<file path="config.mk">
export PLATFORM = sky130hd
export DESIGN_NAME = joystick_beep_trigger
export DESIGN_NICKNAME = d
export VERILOG_FILES = /design/src/rtl/joystick_beep_trigger.sv
export SDC_FILE = /design/constraint.sdc
export NUM_CORES = 1
export LEC_CHECK = 0
export ABC_AREA = 1
export CELL_PAD_IN_SITES_DETAIL_PLACEMENT = 0
export CELL_PAD_IN_SITES_GLOBAL_PLACEMENT = 2
export CORE_MARGIN = 4
export CORE_UTILIZATION = 30
export CTS_CLUSTER_DIAMETER = 100
export DETAILED_ROUTE_END_ITERATION = 8
export GPL_TIMING_DRIVEN = 0
export HOLD_SLACK_MARGIN = 0.15
export PLACE_DENSITY = 0.75
export REMOVE_ABC_BUFFERS = 1
export SYNTH_ARGS = -nofsm -noshare
export SYNTH_HDL_FRONTEND = slang
export SYNTH_SLANG_ARGS = --single-unit
</file>
<file path="constraint.sdc">
create_clock -name clk -period 3.6 [get_ports clk]
set_input_delay 0.36 -clock clk [delete_from_list [all_inputs] [get_ports clk]]
set_output_delay 0.36 -clock clk [all_outputs]
set_load 0.1 [all_outputs]
</file>
<file path="src/rtl/joystick_beep_trigger.sv">
// Button conditioner for the buzzer path: 2-FF sync, debounce FSM, press/release strobes
// and a fixed-length beep enable. Define JOYSTICK_REPEAT_EN for auto-repeat while held.
module joystick_beep_trigger #(
   parameter int unsigned DEBOUNCE_CYCLES = 1_000_000,
   parameter int unsigned BEEP_CYCLES     = 5_000_000,
   parameter bit          ACTIVE_LOW_IN   = 1'b1,
   parameter int unsigned REPEAT_CYCLES   = 25_000_000
) (
   input  logic clk,
   input  logic rst_n,
   input  logic joystick_raw,
   output logic joystick,
   output logic pressed,
   output logic press_pulse,
   output logic release_pulse
);

   localparam int unsigned CNT_W  = (DEBOUNCE_CYCLES > 1) ? $clog2(DEBOUNCE_CYCLES) : 1;
   localparam int unsigned BCNT_W = (BEEP_CYCLES > 1) ? $clog2(BEEP_CYCLES) : 1;
   localparam logic [CNT_W-1:0]  CNT_LAST  = CNT_W'(DEBOUNCE_CYCLES - 1);
   localparam logic [BCNT_W-1:0] BEEP_LAST = BCNT_W'(BEEP_CYCLES - 1);
   localparam logic IDLE_LVL = ACTIVE_LOW_IN;

   if (DEBOUNCE_CYCLES == 0 || BEEP_CYCLES == 0 || REPEAT_CYCLES == 0) begin : g_bad_params
      $error("joystick_beep_trigger: cycle parameters must be nonzero");
   end

   typedef enum logic [1:0] {
      ST_IDLE,
      ST_DEB_PRESS,
      ST_HELD,
      ST_DEB_RELEASE
   } state_e;

   state_e              state_q, state_d;
   logic [CNT_W-1:0]    cnt_q, cnt_d;
   logic [BCNT_W-1:0]   bcnt_q, bcnt_d;
   logic                sync1_q, sync2_q;
   logic                btn;
   logic                joy_d, pressed_d, press_d, release_d;
   logic                repeat_fire;

   // Synchroniser resets to the released pin level so reset never looks like a press
   always_ff @(posedge clk or negedge rst_n) begin
      if (!rst_n) begin
         sync1_q <= IDLE_LVL;
         sync2_q <= IDLE_LVL;
      end else begin
         sync1_q <= joystick_raw;
         sync2_q <= sync1_q;
      end
   end

   assign btn = ACTIVE_LOW_IN ? ~sync2_q : sync2_q;

`ifdef JOYSTICK_REPEAT_EN
   localparam int unsigned RCNT_W = (REPEAT_CYCLES > 1) ? $clog2(REPEAT_CYCLES) : 1;
   localparam logic [RCNT_W-1:0] REP_LAST = RCNT_W'(REPEAT_CYCLES - 1);

   logic [RCNT_W-1:0] rcnt_q, rcnt_d;

   // Repeat timer only runs while steadily held; any other state parks it at zero
   always_comb begin
      rcnt_d      = '0;
      repeat_fire = 1'b0;
      if (state_q == ST_HELD && btn) begin
         if (rcnt_q == REP_LAST) begin
            repeat_fire = 1'b1;
         end else begin
            rcnt_d = rcnt_q + RCNT_W'(1);
         end
      end
   end

   always_ff @(posedge clk or negedge rst_n) begin
      if (!rst_n) begin
         rcnt_q <= '0;
      end else begin
         rcnt_q <= rcnt_d;
      end
   end
`else
   assign repeat_fire = 1'b0;
`endif

   // Debounce FSM, beep timer and registered-output next values
   always_comb begin
      state_d   = state_q;
      cnt_d     = cnt_q;
      press_d   = 1'b0;
      release_d = 1'b0;
      bcnt_d    = bcnt_q;
      joy_d     = 1'b0;

      case (state_q)
         ST_IDLE: begin
            if (btn) begin
               state_d = ST_DEB_PRESS;
               cnt_d   = '0;
            end
         end
         ST_DEB_PRESS: begin
            if (!btn) begin
               state_d = ST_IDLE;
            end else if (cnt_q == CNT_LAST) begin
               state_d = ST_HELD;
               press_d = 1'b1;
            end else begin
               cnt_d = cnt_q + CNT_W'(1);
            end
         end
         ST_HELD: begin
            if (!btn) begin
               state_d = ST_DEB_RELEASE;
               cnt_d   = '0;
            end else if (repeat_fire) begin
               press_d = 1'b1;
            end
         end
         ST_DEB_RELEASE: begin
            if (btn) begin
               state_d = ST_HELD;
            end else if (cnt_q == CNT_LAST) begin
               state_d   = ST_IDLE;
               release_d = 1'b1;
            end else begin
               cnt_d = cnt_q + CNT_W'(1);
            end
         end
         default: begin
            state_d = ST_IDLE;
         end
      endcase

      pressed_d = (state_d == ST_HELD) || (state_d == ST_DEB_RELEASE);

      // A new press reloads the window, so back-to-back beeps merge with no gap
      if (press_d) begin
         bcnt_d = BEEP_LAST;
         joy_d  = 1'b1;
      end else if (bcnt_q != '0) begin
         bcnt_d = bcnt_q - BCNT_W'(1);
         joy_d  = 1'b1;
      end
   end

   always_ff @(posedge clk or negedge rst_n) begin
      if (!rst_n) begin
         state_q       <= ST_IDLE;
         cnt_q         <= '0;
         bcnt_q        <= '0;
         joystick      <= 1'b0;
         pressed       <= 1'b0;
         press_pulse   <= 1'b0;
         release_pulse <= 1'b0;
      end else begin
         state_q       <= state_d;
         cnt_q         <= cnt_d;
         bcnt_q        <= bcnt_d;
         joystick      <= joy_d;
         pressed       <= pressed_d;
         press_pulse   <= press_d;
         release_pulse <= release_d;
      end
   end

endmodule
</file>
# Word-level counts from Yosys, hierarchy flattened
# Index checks and enable logic that the tools add are counted.
dict set report op_classes {
  muxes 22
  div_mod_pow 0
  n_eq_ne 10
  order_cmp 0
  multipliers 0
  bitwise_logic 0
  n_addsub 2
  shift 0
  reduce_logical 5
}
# op n
set ops {}
lappend ops {{20-bit 2-to-1 mux} 5}
lappend ops {{20-bit one-hot mux with 4 select lines} 1}
lappend ops {{23-bit 2-to-1 mux} 2}
lappend ops {{23-bit nonzero test} 1}
lappend ops {{23-bit by 1-bit subtractor with 23-bit output (second input constant)} 1}
lappend ops {{20-bit by 1-bit adder with 20-bit output (second input constant)} 1}
lappend ops {{20-bit equality test (second input constant)} 1}
lappend ops {{2-bit 2-to-1 mux} 6}
lappend ops {{2-bit equality test (second input constant)} 4}
lappend ops {{2-bit inequality test (second input constant)} 4}
lappend ops {{2-bit one-hot mux with 4 select lines} 1}
lappend ops {{1-bit 2-to-1 mux} 7}
lappend ops {{4-bit AND reduction} 1}
lappend ops {{2-bit by 1-bit equality test with 1-bit output (second input constant)} 1}
lappend ops {{2-bit logical NOT} 1}
lappend ops {{2-bit nonzero test} 1}
lappend ops {{1-bit logical OR} 1}
dict set report word_totals {
  latch_bits 0
  input_bits 3
  out_inout_bits 4
  mem_bits_ro 0
  mem_count 0
  mem_bits_rw 0
  regBits 51
}

# Longest topological paths before layout
dict set report depth {
  word_depth 6
  ltp_mapped 10
}

# Worst setup path after synthesis
# OpenSTA, ideal clock, no wires.
dict set report synth_path {
  path_type {register to register}
  from {reg bcnt_q[0]}
  to {reg bcnt_q[11]}
  required_ns 3.474
  path_stages_with_launch 10
  synth_period_minus_slack_ns 1.537
  n_path_buf 0
  slack_ns 2.063
  arrival_ns 1.411
  path_cell_list {dfrtp_1 -> inv_1 -> ha_1 -> nand2_1 -> inv_1 -> nand3_1 -> nor2_1 -> nand2_1 -> nor2_1 -> nor2_1}
}
dict set report synth_via {
  elab_chain_cells 3
}
# item line_no
set synth_lines {}
lappend synth_lines {{start: declaration} 37} ;# logic [BCNT_W-1:0] bcnt_q, bcnt_d;
lappend synth_lines {{start signal: assignment} 159} ;# bcnt_q <= bcnt_d;
lappend synth_lines {{23-bit by 1-bit subtractor with 23-bit output} 142} ;# bcnt_d = bcnt_q - BCNT_W'(1);
lappend synth_lines {{23-bit 2-to-1 mux} 141} ;# end else if (bcnt_q != '0) begin
lappend synth_lines {{23-bit 2-to-1 mux} 138} ;# if (press_d) begin
# Several ways; a longest one is shown, not always the timed one. The select of a mux whose other input is x is not followed.
# A chain may end at the register's enable or synchronous reset.

# Worst setup path in the final report
dict set report layout_path {
  from {reg state_q[0]}
  to {reg bcnt_q[16]}
}
dict set report layout_via {
  elab_chain_cells 3
}
# item line_no
set layout_lines {}
lappend layout_lines {{start: declaration} 35} ;# state_e state_q, state_d;
lappend layout_lines {{start signal: assignment} 157} ;# state_q <= state_d;
lappend layout_lines {{2-bit by 1-bit equality test with 1-bit output *} 95} ;# case (state_q)
lappend layout_lines {{1-bit 2-to-1 mux *} n/a}
lappend layout_lines {{23-bit 2-to-1 mux or 2-bit nonzero test (tied branches)} n/a}
# Mark *: on every way between the ends. The rest lies on a longest branch, timed or not.

==> results.json <==
{
  "seq_area_frac_synth_pct": 41.4,
  "synth_top_family_by_area": "simple AND/OR/NAND/NOR gates",
  "largestRegisters": "bcnt_q (23), cnt_q (20), state_q (2)",
  "htree_levels": 2,
  "grt_overflow": 0,
  "die_w_um": 109,
  "numPortBuffers": 6,
  "setup.worst_path.start_class": "flop",
  "n_antenna_cell": 0,
  "final_util_pct": 34.3,
  "globalplace.congestion": 0.796,
  "ioPinCount": 7,
  "syn_inst": 447,
  "crit_type": "flop to flop",
  "cp_data_arrival_time_ns": 2.38,
  "instances_no_fill": 589,
  "final_area_um2": 3400,
  "largest-register": "bcnt_q",
  "yosysWarningCount": 0,
  "critical_path.slowest_cell": "dfrtp_1",
  "fin_crit_sh_pct": 60.6,
  "seqCellArea_um2": 1280,
  "antenna_found_initial": 0,
  "hold_viol": 0,
  "post-route-drc-count": 0,
  "power_density_nw_per_um2": 304,
  "cts_buffer_depth": 2,
  "finalMaxSlewViolations": 0,
  "synthAdderAreaFrac_pct": 0.811,
  "timing.setup.tns_ns": 0,
  "whs_path_depth": 0,
  "cts_tree": "built",
  "hold_start": "sync1_q",
  "ir_drop_mv": 0.122,
  "insertion_delay_ns": 0.30,
  "required_ns": 3.80,
  "p_leak_uw": 0.00165,
  "num_vias": 2831,
  "rsz0062_at_grt": "no",
  "synthSimpleGateAreaFrac_pct": 41.4,
  "yosys.cell_types.count": 30,
  "ys_seq_elements": 51,
  "worst_pin_slew_ns": 0.968,
  "grt_max_degree": 34,
  "cts_sinks": 51,
  "first_iter_violations": 134,
  "status": "completed",
  "avgSynthCellArea_um2": 6.90,
  "synth_compound_area_share_pct": 7.22,
  "fin_crit_ns": 2.18,
  "dr.pass1.iters": 4,
  "finalSetupViolCount": 0,
  "synth_xor_area_share_pct": 1.42,
  "synthToLayoutAreaGrowth_pct": 10.1,
  "holdPathEnd": "sync2_q",
  "largest_reg_flops": 23,
  "cap_violations": 0,
  "wl_um": 8180,
  "critPathMaxFanout": 19,
  "row_count": 36,
  "crit_path_max_incr_delay_ns": 0.86,
  "timing.rr.end": "bcnt_q[16]",
  "via_per_inst": 4.81,
  "endpoint_kind": "flop",
  "fill_cells": 1116,
  "hp-class": "flop to flop",
  "drive_gt1_share_pct": 4.61,
  "track_usage_pct": 15.2,
  "relSlewSlack_pct": 35.3,
  "path_buf_inv": 1,
  "dieArea_um2": 12000,
  "clk_pin_slew_ns": 0.10,
  "cts_buffers": 5,
  "wire_per_inst_um": 13.9,
  "start_util_pct": 31.1,
  "ant_nets": 0,
  "dp_hpwl_um": 6170,
  "cts.repair.resized": 0,
  "clockRootBuffer": "clkbuf_8",
  "core_um2": 9910,
  "max_freq_ghz": 0.459,
  "synth_mux_area_share_pct": 0,
  "r2r_start": "state_q[0]",
  "multi_input_area_um2": 1570,
  "reg2reg_depth": 7,
  "finalClockSkew_ns": 0.00563,
  "place_area_um2": 3280,
  "rrSetupSlack_ns": 1.42,
  "cpMostUsedCell": "nand2_1",
  "path_cells": "nand2_1 -> nor3_1 -> inv_1 -> nor2_4 -> nand2_1 -> o21ai_0 -> a21oi_1",
  "grt_pass1_vias": 2723,
  "dp.cells": 581,
  "nets": 461,
  "syn_area_um2": 3090,
  "die_h_um": 109,
  "grt_pass1_wl_um": 14100,
  "critical-path-top-delay-family": "flip-flops"
}
## placed cells by master (no fill, tap or decap), types with 5 or more instances in the layout
| cell | synthesis | final |
|---|---|---|
| nand2_1 | 120 | 120 |
| nor2_1 | 85 | 85 |
| inv_1 | 50 | 50 |
| nand3_1 | 49 | 49 |
| dfrtp_1 | 49 | 49 |
| nand4_1 | 18 | 18 |
| o21ai_0 | 14 | 14 |
| o21ai_1 | 12 | 12 |
| nor3_1 | 7 | 7 |
| clkbuf_8 | 0 | 5 |
| clkdlybuf4s50_1 | 0 | 5 |
## final cells by class
type,instances,share of cell area (%)
clock buffer,6,2.14
clock inverter,1,0.884
inverter,51,5.71
multi-input combinational,339,46.2
sequential,51,37.7
tap,133,4.90
timing repair buffer,8,2.51
## Yosys cell counts (all sizes together)
| cell type | instances | area share (%) |
|---|---|---|
| xor2 | 2 | 0.57 |
| o211ai | 4 | 0.97 |
| nor2 | 89 | 12 |
| xnor2 | 3 | 0.85 |
| nand2 | 121 | 15 |
| nand3 | 51 | 8.6 |
| nand4 | 18 | 3.6 |
| inv | 51 | 6.3 |
| o21bai | 4 | 0.97 |
| or2 | 2 | 0.41 |
| ha | 2 | 0.81 |
| nor3 | 8 | 1.5 |
| buf | 6 | 1.4 |
| dfstp | 2 | 1.7 |
| a21o | 3 | 0.73 |
| o21ai | 26 | 4.2 |
| dfrtp | 49 | 40 |
| a21oi | 2 | 0.32 |
| nand3b | 1 | 0.24 |
| and2 | 3 | 0.61 |
## routing by layer
metal	GRT usage [%]	wire length (um)
met5	0	0
met4	4.99	93
met3	2.70	251
met2	20.6	3250
met1	23.9	4580
## power by group
group	switching (uW)	internal, uW	total (uW)
Sequential	9.27	579	588
Clock	200	204	404
Combinational	29.7	10.4	40.1
## cell families (layout without fill, tap and decap cells)
| logic type | after synthesis | after routing |
|---|---|---|
| fa+ha+maj | 2 | 2 |
| buf+inv | 57 | 66 |
| compound gates | 39 | 39 |
| simple gates | 293 | 293 |
| xor+xnor | 5 | 5 |
| flops | 51 | 51 |
## stage by stage
stage	worst slack [ns]	total power, uW	hold slack [ns]
2_1_floorplan	2.01	615	0.0644
3_5_place_dp	1.42	641	0.345
5_1_grt	1.11	1080	0.372
6_report	1.42	1030	0.360
4_1_cts	1.40	1060	0.364
3_3_place_gp	0.397	639	0.347
## timing repair
item	in CTS	in global routing
hold buffers	1	0
buffers inserted	0	0
endpoints found under the hold margin	16	0
## worst max path at each step
stage,from,end,slack (ns),depth (start not counted)
after global routing,state_q[0],bcnt_q[16],1.11,7
after floorplan,cnt_q[0],bcnt_q[16],2.01,8
final,state_q[0],bcnt_q[16],1.42,7
after CTS,state_q[0],bcnt_q[16],1.40,7
after global placement,rst_n,bcnt_q[6],0.40,1
after detailed placement,state_q[0],bcnt_q[16],1.42,7
(Power assumes the default switching activity.)
